==> src/rtl/pps_pkg.sv <==
`default_nettype none
// ============================================================================
// Module      : pps_pkg
// Description : Shared definitions for the PPS receive monitor. Holds the
//               counter width, default timing constants shared with the PPS
//               generator (50 MHz board clock), the monitor FSM state type
//               and the period-window helper.
// Revision    : 1.0 - initial release
// ============================================================================
package pps_pkg;

  // Width of the free-running cycle counter and of the reported period.
  localparam int PPS_CNT_W = 32;

  // Defaults matching the generator: one toggle every 50e6 cycles at 50 MHz.
  localparam int unsigned PPS_DEFAULT_NOMINAL    = 32'd50_000_000;
  localparam int unsigned PPS_DEFAULT_TOL        = 32'd500;
  localparam int unsigned PPS_DEFAULT_LOCK_COUNT = 32'd4;
  localparam int unsigned PPS_DEFAULT_FILTER_LEN = 32'd8;

  // Monitor FSM states.
  typedef enum logic [1:0] {
    ST_IDLE    = 2'd0,  // no reference edge seen yet
    ST_ACQUIRE = 2'd1,  // counting consecutive good periods
    ST_LOCKED  = 2'd2   // enough good periods seen in a row
  } pps_state_e;

  // Inclusive window test carried out one bit wider than the counter so a
  // saturated count plus one can never alias back into the window.
  function automatic logic pps_in_window(
    input logic [PPS_CNT_W:0] period,
    input logic [PPS_CNT_W:0] lo,
    input logic [PPS_CNT_W:0] hi
  );
    return (period >= lo) && (period <= hi);
  endfunction

endpackage
`default_nettype wire

==> src/rtl/pps_sync_edge.sv <==
`default_nettype none
// ============================================================================
// Module      : pps_sync_edge
// Description : Brings the asynchronous PPS toggle into the clock domain with
//               a two-flop synchroniser, optionally debounces it, and emits a
//               one-cycle pulse on every transition (rising and falling).
//               Optional glitch filter enabled by macro
//               PPS_MON_GLITCH_FILTER_EN.
// Ports       : clk_i   - system clock, rising edge
//               rst_ni  - synchronous reset, active low
//               pps_i   - asynchronous PPS toggle input
//               edge_o  - combinational one-cycle pulse per input transition
// Latency     : input change to edge_o cycle is 3 clocks without the filter
//               and 3 + FILTER_LEN clocks with it.
// Revision    : 1.0 - initial release
// ============================================================================
module pps_sync_edge #(
  parameter int unsigned FILTER_LEN = 8
) (
  input  logic clk_i,
  input  logic rst_ni,
  input  logic pps_i,
  output logic edge_o
);

  logic sync1_q;
  logic sync2_q;
  logic dly_q;
  logic w_level;

  // Two-flop synchroniser; both stages clear on reset.
  always_ff @(posedge clk_i) begin
    if (!rst_ni) begin
      sync1_q <= 1'b0;
      sync2_q <= 1'b0;
    end else begin
      sync1_q <= pps_i;
      sync2_q <= sync1_q;
    end
  end

`ifdef PPS_MON_GLITCH_FILTER_EN
  // The filtered level follows the synchronised input only once the two have
  // disagreed for FILTER_LEN consecutive cycles; any agreement restarts the
  // count, so shorter pulses never reach the edge detector.
  localparam int unsigned FILT_CNT_W = (FILTER_LEN < 2) ? 1 : $clog2(FILTER_LEN + 1);
  localparam logic [FILT_CNT_W-1:0] FILT_LAST =
    (FILTER_LEN == 0) ? '0 : FILT_CNT_W'(FILTER_LEN - 1);

  logic                  filt_q;
  logic                  filt_d;
  logic [FILT_CNT_W-1:0] fcnt_q;
  logic [FILT_CNT_W-1:0] fcnt_d;

  always_comb begin
    filt_d = filt_q;
    fcnt_d = '0;
    if (sync2_q != filt_q) begin
      if (fcnt_q >= FILT_LAST) begin
        filt_d = sync2_q;
      end else begin
        fcnt_d = fcnt_q + FILT_CNT_W'(1);
      end
    end
  end

  always_ff @(posedge clk_i) begin
    if (!rst_ni) begin
      filt_q <= 1'b0;
      fcnt_q <= '0;
    end else begin
      filt_q <= filt_d;
      fcnt_q <= fcnt_d;
    end
  end

  assign w_level = filt_q;
`else
  // No filter: the synchronised level drives the edge detector directly.
  logic filter_len_unused;
  assign filter_len_unused = (FILTER_LEN != 0);
  assign w_level = sync2_q;
`endif

  always_ff @(posedge clk_i) begin
    if (!rst_ni) begin
      dly_q <= 1'b0;
    end else begin
      dly_q <= w_level;
    end
  end

  // XOR against the delayed copy so both transitions of the toggle count.
  assign edge_o = w_level ^ dly_q;

endmodule
`default_nettype wire

==> src/rtl/pps_monitor.sv <==
`default_nettype none
// ============================================================================
// Module      : pps_monitor
// Description : Receive-side monitor for the 1 PPS toggle. Measures the clock
//               cycles between successive input transitions, checks each
//               period against NOMINAL +/- TOL, declares lock after LOCK_COUNT
//               consecutive good periods and flags loss when a transition is
//               overdue. Optional input glitch filter enabled by macro
//               PPS_MON_GLITCH_FILTER_EN (uses FILTER_LEN).
// Ports       : iclk          - system clock, rising edge
//               irst_n        - synchronous reset, active low
//               ipps          - asynchronous PPS toggle input
//               operiod       - last measured period in cycles
//               operiod_valid - one-cycle pulse when operiod updates
//               operiod_err   - one-cycle pulse for an out-of-window period
//               olocked       - high while in LOCKED
//               olost         - sticky timeout flag, cleared by next edge
// Revision    : 1.0 - initial release
// ============================================================================
module pps_monitor
  import pps_pkg::*;
#(
  parameter int unsigned NOMINAL    = PPS_DEFAULT_NOMINAL,
  parameter int unsigned TOL        = PPS_DEFAULT_TOL,
  parameter int unsigned LOCK_COUNT = PPS_DEFAULT_LOCK_COUNT,
  parameter int unsigned FILTER_LEN = PPS_DEFAULT_FILTER_LEN
) (
  input  logic                 iclk,
  input  logic                 irst_n,
  input  logic                 ipps,
  output logic [PPS_CNT_W-1:0] operiod,
  output logic                 operiod_valid,
  output logic                 operiod_err,
  output logic                 olocked,
  output logic                 olost
);

  localparam int unsigned CW1 = PPS_CNT_W + 1;

  // Window bounds and timeout threshold, all one bit wider than the counter.
  localparam logic [PPS_CNT_W:0] WIN_LO =
    (NOMINAL > TOL) ? CW1'(NOMINAL - TOL) : '0;
  localparam logic [PPS_CNT_W:0] WIN_HI     = CW1'(NOMINAL) + CW1'(TOL);
  localparam logic [PPS_CNT_W:0] TIMEOUT_AT = WIN_HI + CW1'(1);
  localparam logic [3:0]         LOCK_GOAL  = 4'(LOCK_COUNT);

  pps_state_e           state_q;
  pps_state_e           state_d;
  logic [PPS_CNT_W-1:0] cnt_q;
  logic [PPS_CNT_W-1:0] cnt_d;
  logic [3:0]           good_q;
  logic [3:0]           good_d;
  logic [PPS_CNT_W-1:0] period_q;
  logic [PPS_CNT_W-1:0] period_d;
  logic                 valid_q;
  logic                 valid_d;
  logic                 err_q;
  logic                 err_d;
  logic                 lost_q;
  logic                 lost_d;

  logic                 w_edge;
  logic [PPS_CNT_W:0]   w_cnt_inc;
  logic [PPS_CNT_W-1:0] w_period;
  logic [3:0]           w_good_inc;
  logic                 w_in_win;
  logic                 w_timeout;

  pps_sync_edge #(
    .FILTER_LEN (FILTER_LEN)
  ) u_sync_edge (
    .clk_i  (iclk),
    .rst_ni (irst_n),
    .pps_i  (ipps),
    .edge_o (w_edge)
  );

  // cnt holds (cycles since last edge) - 1, so cnt+1 is the exact distance
  // between two edges when the second one arrives.
  assign w_cnt_inc  = {1'b0, cnt_q} + CW1'(1);
  // Only reachable once cnt has saturated; report the largest value instead
  // of letting the top bit drop and leave a small number behind.
  assign w_period   = w_cnt_inc[PPS_CNT_W] ? '1 : w_cnt_inc[PPS_CNT_W-1:0];
  assign w_good_inc = good_q + 4'd1;
  assign w_in_win   = pps_in_window(w_cnt_inc, WIN_LO, WIN_HI);
  // An edge in the same cycle as the threshold wins over the timeout.
  assign w_timeout  = (state_q != ST_IDLE) && !w_edge && (w_cnt_inc >= TIMEOUT_AT);

  always_comb begin
    state_d  = state_q;
    good_d   = good_q;
    period_d = period_q;
    valid_d  = 1'b0;
    err_d    = 1'b0;
    // Any edge ends a loss condition; timeouts below re-arm it.
    lost_d   = w_edge ? 1'b0 : lost_q;

    if (w_edge) begin
      cnt_d = '0;
    end else if (&cnt_q) begin
      cnt_d = cnt_q;
    end else begin
      cnt_d = cnt_q + PPS_CNT_W'(1);
    end

    case (state_q)
      ST_IDLE: begin
        // First edge is only a reference point; nothing to report yet.
        if (w_edge) begin
          state_d = ST_ACQUIRE;
          good_d  = '0;
        end
      end

      ST_ACQUIRE: begin
        if (w_edge) begin
          valid_d  = 1'b1;
          period_d = w_period;
          if (w_in_win) begin
            good_d = w_good_inc;
            if (w_good_inc == LOCK_GOAL) begin
              state_d = ST_LOCKED;
            end
          end else begin
            err_d  = 1'b1;
            good_d = '0;
          end
        end else if (w_timeout) begin
          lost_d  = 1'b1;
          good_d  = '0;
          state_d = ST_IDLE;
        end
      end

      ST_LOCKED: begin
        if (w_edge) begin
          valid_d  = 1'b1;
          period_d = w_period;
          if (!w_in_win) begin
            err_d   = 1'b1;
            good_d  = '0;
            state_d = ST_ACQUIRE;
          end
        end else if (w_timeout) begin
          lost_d  = 1'b1;
          good_d  = '0;
          state_d = ST_IDLE;
        end
      end

      default: begin
        state_d = ST_IDLE;
        good_d  = '0;
      end
    endcase
  end

  always_ff @(posedge iclk) begin
    if (!irst_n) begin
      state_q  <= ST_IDLE;
      cnt_q    <= '0;
      good_q   <= '0;
      period_q <= '0;
      valid_q  <= 1'b0;
      err_q    <= 1'b0;
      lost_q   <= 1'b0;
    end else begin
      state_q  <= state_d;
      cnt_q    <= cnt_d;
      good_q   <= good_d;
      period_q <= period_d;
      valid_q  <= valid_d;
      err_q    <= err_d;
      lost_q   <= lost_d;
    end
  end

  assign operiod       = period_q;
  assign operiod_valid = valid_q;
  assign operiod_err   = err_q;
  assign olocked       = (state_q == ST_LOCKED);
  assign olost         = lost_q;

endmodule
`default_nettype wire

==> config.mk <==
export PLATFORM = sky130hd
export DESIGN_NAME = pps_monitor
export DESIGN_NICKNAME = d
export VERILOG_FILES = /design/src/rtl/pps_pkg.sv /design/src/rtl/pps_sync_edge.sv /design/src/rtl/pps_monitor.sv
export SDC_FILE = /design/constraint.sdc
export NUM_CORES = 1
export LEC_CHECK = 0
export BUFFER_PORTS_ARGS = -buffer_cell sky130_fd_sc_hd__buf_2
export CORE_MARGIN = 2
export CORE_UTILIZATION = 35
export CTS_BUF_LIST = sky130_fd_sc_hd__clkbuf_2 sky130_fd_sc_hd__clkbuf_4 sky130_fd_sc_hd__clkbuf_8
export CTS_CLUSTER_SIZE = 24
export DETAILED_ROUTE_END_ITERATION = 6
export HOLD_SLACK_MARGIN = 0.1
export PLACE_DENSITY_LB_ADDON = 0.12
export SYNTH_ARGS = -nofsm -noshare
export SYNTH_HDL_FRONTEND = slang
export SYNTH_HIERARCHICAL = 1
export SYNTH_SLANG_ARGS = --single-unit
==> constraint.sdc <==
create_clock -name iclk -period 3.4 [get_ports iclk]
set_input_delay 0.17 -clock iclk [delete_from_list [all_inputs] [get_ports iclk]]
set_output_delay 0.17 -clock iclk [all_outputs]
set_load 0.005 [all_outputs]
==> qor.yml <==
status: "completed"
fin_nets: 592
worst_ep_arrival_time_ns: 3.46
antenna_left: 0
crit_type: "reg2reg"
setup_slack_ns: 0.2070
cp.depth: 10
critPathBufInv: 0
synth_area_um2: 4365
routed-via-count: 3854
root_buffer: "clkbuf_8"
fp.dieW_um: 115.7
core_um2: 12110
yosys-top-cells-area: "dfxtp_1 35%, nor2_1 6.3%, o211a_1 6.2%, nand2_1 4.8%, xnor2_1 3.8%"
async_reset_ff_share_pct: 0
track_usage_pct: 17.98
post-dp-hpwl_um: 8345
rsz0062_at_grt: "false"
drtIter0Drc: 254
critPathLaunchType: "register"
antenna_found_initial: 0
synth_edf_count: 0
yosysTopAreaCell: "dfxtp_1"
drc_errors: 0
crit_family: "simple AND/OR/NAND/NOR gates"
syn_inst: 524
syn_avg_cell_area_um2: 8.331
die_y_um: 115.7
diodes: 0
synth_cell_types: 78
slowest_delay_ns: 0.53
yosysTopAreaCellShare_pct: 34.85
holdCritPathClass: "in2reg"
final_cell_area_um2: 5274
gr-total-overflow: 0
pre_cts_ws_ns: -0.006540
cts_tree: "done"
drv_slew: 0
r2r-start: "cnt_q[3]"
cp_max_fo: 14
routabilityCongestion: 0.9219
max_cap_viol_count: 0
ff2ff_path_depth: 10
synth_warnings: 6
slew_headroom_pct: 49.43
cts.sinks: 76
areaGrowthSynthToFinish_pct: 20.81
dieArea_um2: 13380
grt_start_max_net_pins: 44
reg2reg_slack_ns: 0.21
tightestPinTransition_ns: 0.7585
final-setup-viol-count: 0
drive_gt1_share_pct: 24.19
rr_endpoint: "state_q[1]"
clockBufferDepth: 2
finalCriticalPeriod_ns: 3.193
start_util_pct: 36.04
viasPerCell: 5.105
dr.pass1.iters: 5
synth_seq_cells: 76
grt_pass1_vias: 3620
peakVddDrop_uv: 221.1
fmax_mhz: 313.2
startpoint: "cnt_q[3]"
fin_skew_ns: 0.009462
synth_fp_nets: 534
worst_path_max_delay_cell: "or4b_1"
post-route-period-util_pct: 93.91
power_leakage_nw: 2.399
grt_first_pass_wirelength_um: 18640
ys.flop_type: "dfxtp_1"
wl_per_cell_um: 15.12
seq_area_frac_synth_pct: 34.85
placed_area_um2: 4915
io-pin-count: 39
worstSetupEndpointType: "register"
hold_viol_final: 0
htreeDepth: 3
required_ns: 3.67
tritoncts.num_buffers: 9
crit_end: "state_q[1]"
clk_pin_slew_worst_paths_ns: 0.08
rows: 40
crit_chain: "nand4_4, or4b_1, a32oi_2, o2111ai_1, nor4_1, or3_1, nand4_2, o31a_2, a221o_1, and3_1"
routed_wl_um: 11420
port_buffers: 38
power_density_nw_per_um2: 420.6
insertion_delay_ns: 0.37
-- layer usage --
layer,global-route usage [%],vias to the layer above,part of all wire [%]
met3,3.190,14,5.1
met4,9.603,0,2.0
met1,25.33,1760,49
li1,-,1992,-
met2,26.12,88,44
met5,0,-,0
-- per-stage QoR --
stage          power (mW)  instances  hold WS [ns]  setup TNS, ns  utilization, %
6_report            2.218        755        0.3990              0           43.54
5_1_grt             2.342        755        0.4249              0           43.54
4_1_cts             2.247        753        0.3775              0           42.81
3_5_place_dp        1.361        736        0.3852      -0.009095           40.58
3_3_place_gp        1.358        736        0.3762              0           40.58
2_1_floorplan       1.249        524        0.2917              0               -
-- cell families after synthesis --
kind of cell | synth area share [%]
buffers and inverters | 5.159
DFF | 34.85
muxes | 0.9172
xor gates and xnor gates | 6.019
adders and majority gates | 2.006
AOI/OAI and AO/OA | 19.78
and+or+nand+nor | 31.27
-- synth_stat cells (4+ instances only) --
master / n
dfxtp_1: 76
nor2_1: 73
nand2_1: 56
o211a_1: 27
nand3_1: 21
clkbuf_1: 19
xnor2_1: 19
nor3_1: 16
o21ai_0: 16
inv_1: 13
and2_1: 11
buf_2: 11
xor2_1: 11
a21oi_1: 10
a31oi_1: 9
and3_1: 8
ha_1: 7
nand4_1: 7
nor2b_1: 7
nor4_1: 6
and4_1: 4
mux2i_1: 4
nand2b_1: 4
nand3b_1: 4
nor3b_1: 4
o31ai_1: 4
-- registers in the layout (all words and copies together), names as in the netlist --
signal,count
u_sync_edge/sync1_q,1
u_sync_edge/dly_q,1
cnt_q,32
state_q,2
olost,1
operiod_err,1
operiod_valid,1
u_sync_edge/sync2_q,1
operiod,32
good_q,4
-- layout make-up --
cell class	count	area [µm²]
Sequential cell	76	1529
Inverter	14	52.55
Multi-Input combinational cell	398	2698
Timing Repair Buffer	83	530.5
Fill cell	1265	6838
Clock buffer	12	158.9
Tap cell	168	210.2
Clock inverter	4	95.09
-- worst min-delay path by stage --
stage / from / end / slack [ns] / cells after the start
2_1_floorplan: irst_n / u_sync_edge/sync1_q / 0.29 / 1
3_3_place_gp: ipps / u_sync_edge/sync1_q / 0.38 / 2
3_5_place_dp: ipps / u_sync_edge/sync1_q / 0.39 / 2
4_1_cts: irst_n / operiod[16] / 0.38 / 2
5_1_grt: irst_n / operiod[24] / 0.42 / 2
6_report: irst_n / operiod[16] / 0.40 / 2
-- power breakdown --
part / leakage (nW) / switching, mW / total [mW] / internal (mW)
registers: 0.618 / 0.0314 / 0.979 / 0.947
clock network: 0.130 / 0.339 / 0.874 / 0.535
logic: 1.65 / 0.209 / 0.366 / 0.157
total: 2.40 / 0.579 / 2.22 / 1.64
-- cell usage in the layout (no fill, tap or decap), types with 3 or more instances in the layout --
master and count:
dfxtp_1 70, and3_1 7, nor3_1 14, nor4_2 3, clkbuf_8 11, a21oi_1 10, nor4_4 4, o21ai_0 15
buf_2 38, inv_1 13, a21boi_0 3, nor3_2 3, xor2_1 11, a31oi_1 9, o211a_1 27, nand2_1 56
or3_1 3, buf_4 44, o31ai_1 4, and4_1 4, a21o_1 3, dfxtp_2 6, bufinv_16 3, nand4_1 7
nor3b_1 4, nand2b_1 4, nor2_1 73, xnor2_1 18, nor4_1 3, o22ai_1 3, nand3_1 21, nor2b_1 7
mux2i_1 4, ha_1 6, and2_1 10, nand4_4 3, nand3b_1 4
-- what timing repair did --
item / 4_1_cts / 5_1_grt
hold buffers: 1 / 0
buffers inserted: 0 / 2
setup endpoints to repair: 3 / 6
hold endpoints to repair: 1 / 0
resized for setup: 2 / 18
pin swaps: 0 / 4
gates cloned: 0 / 0
Note: power is estimated with default switching activity, not from simulation.
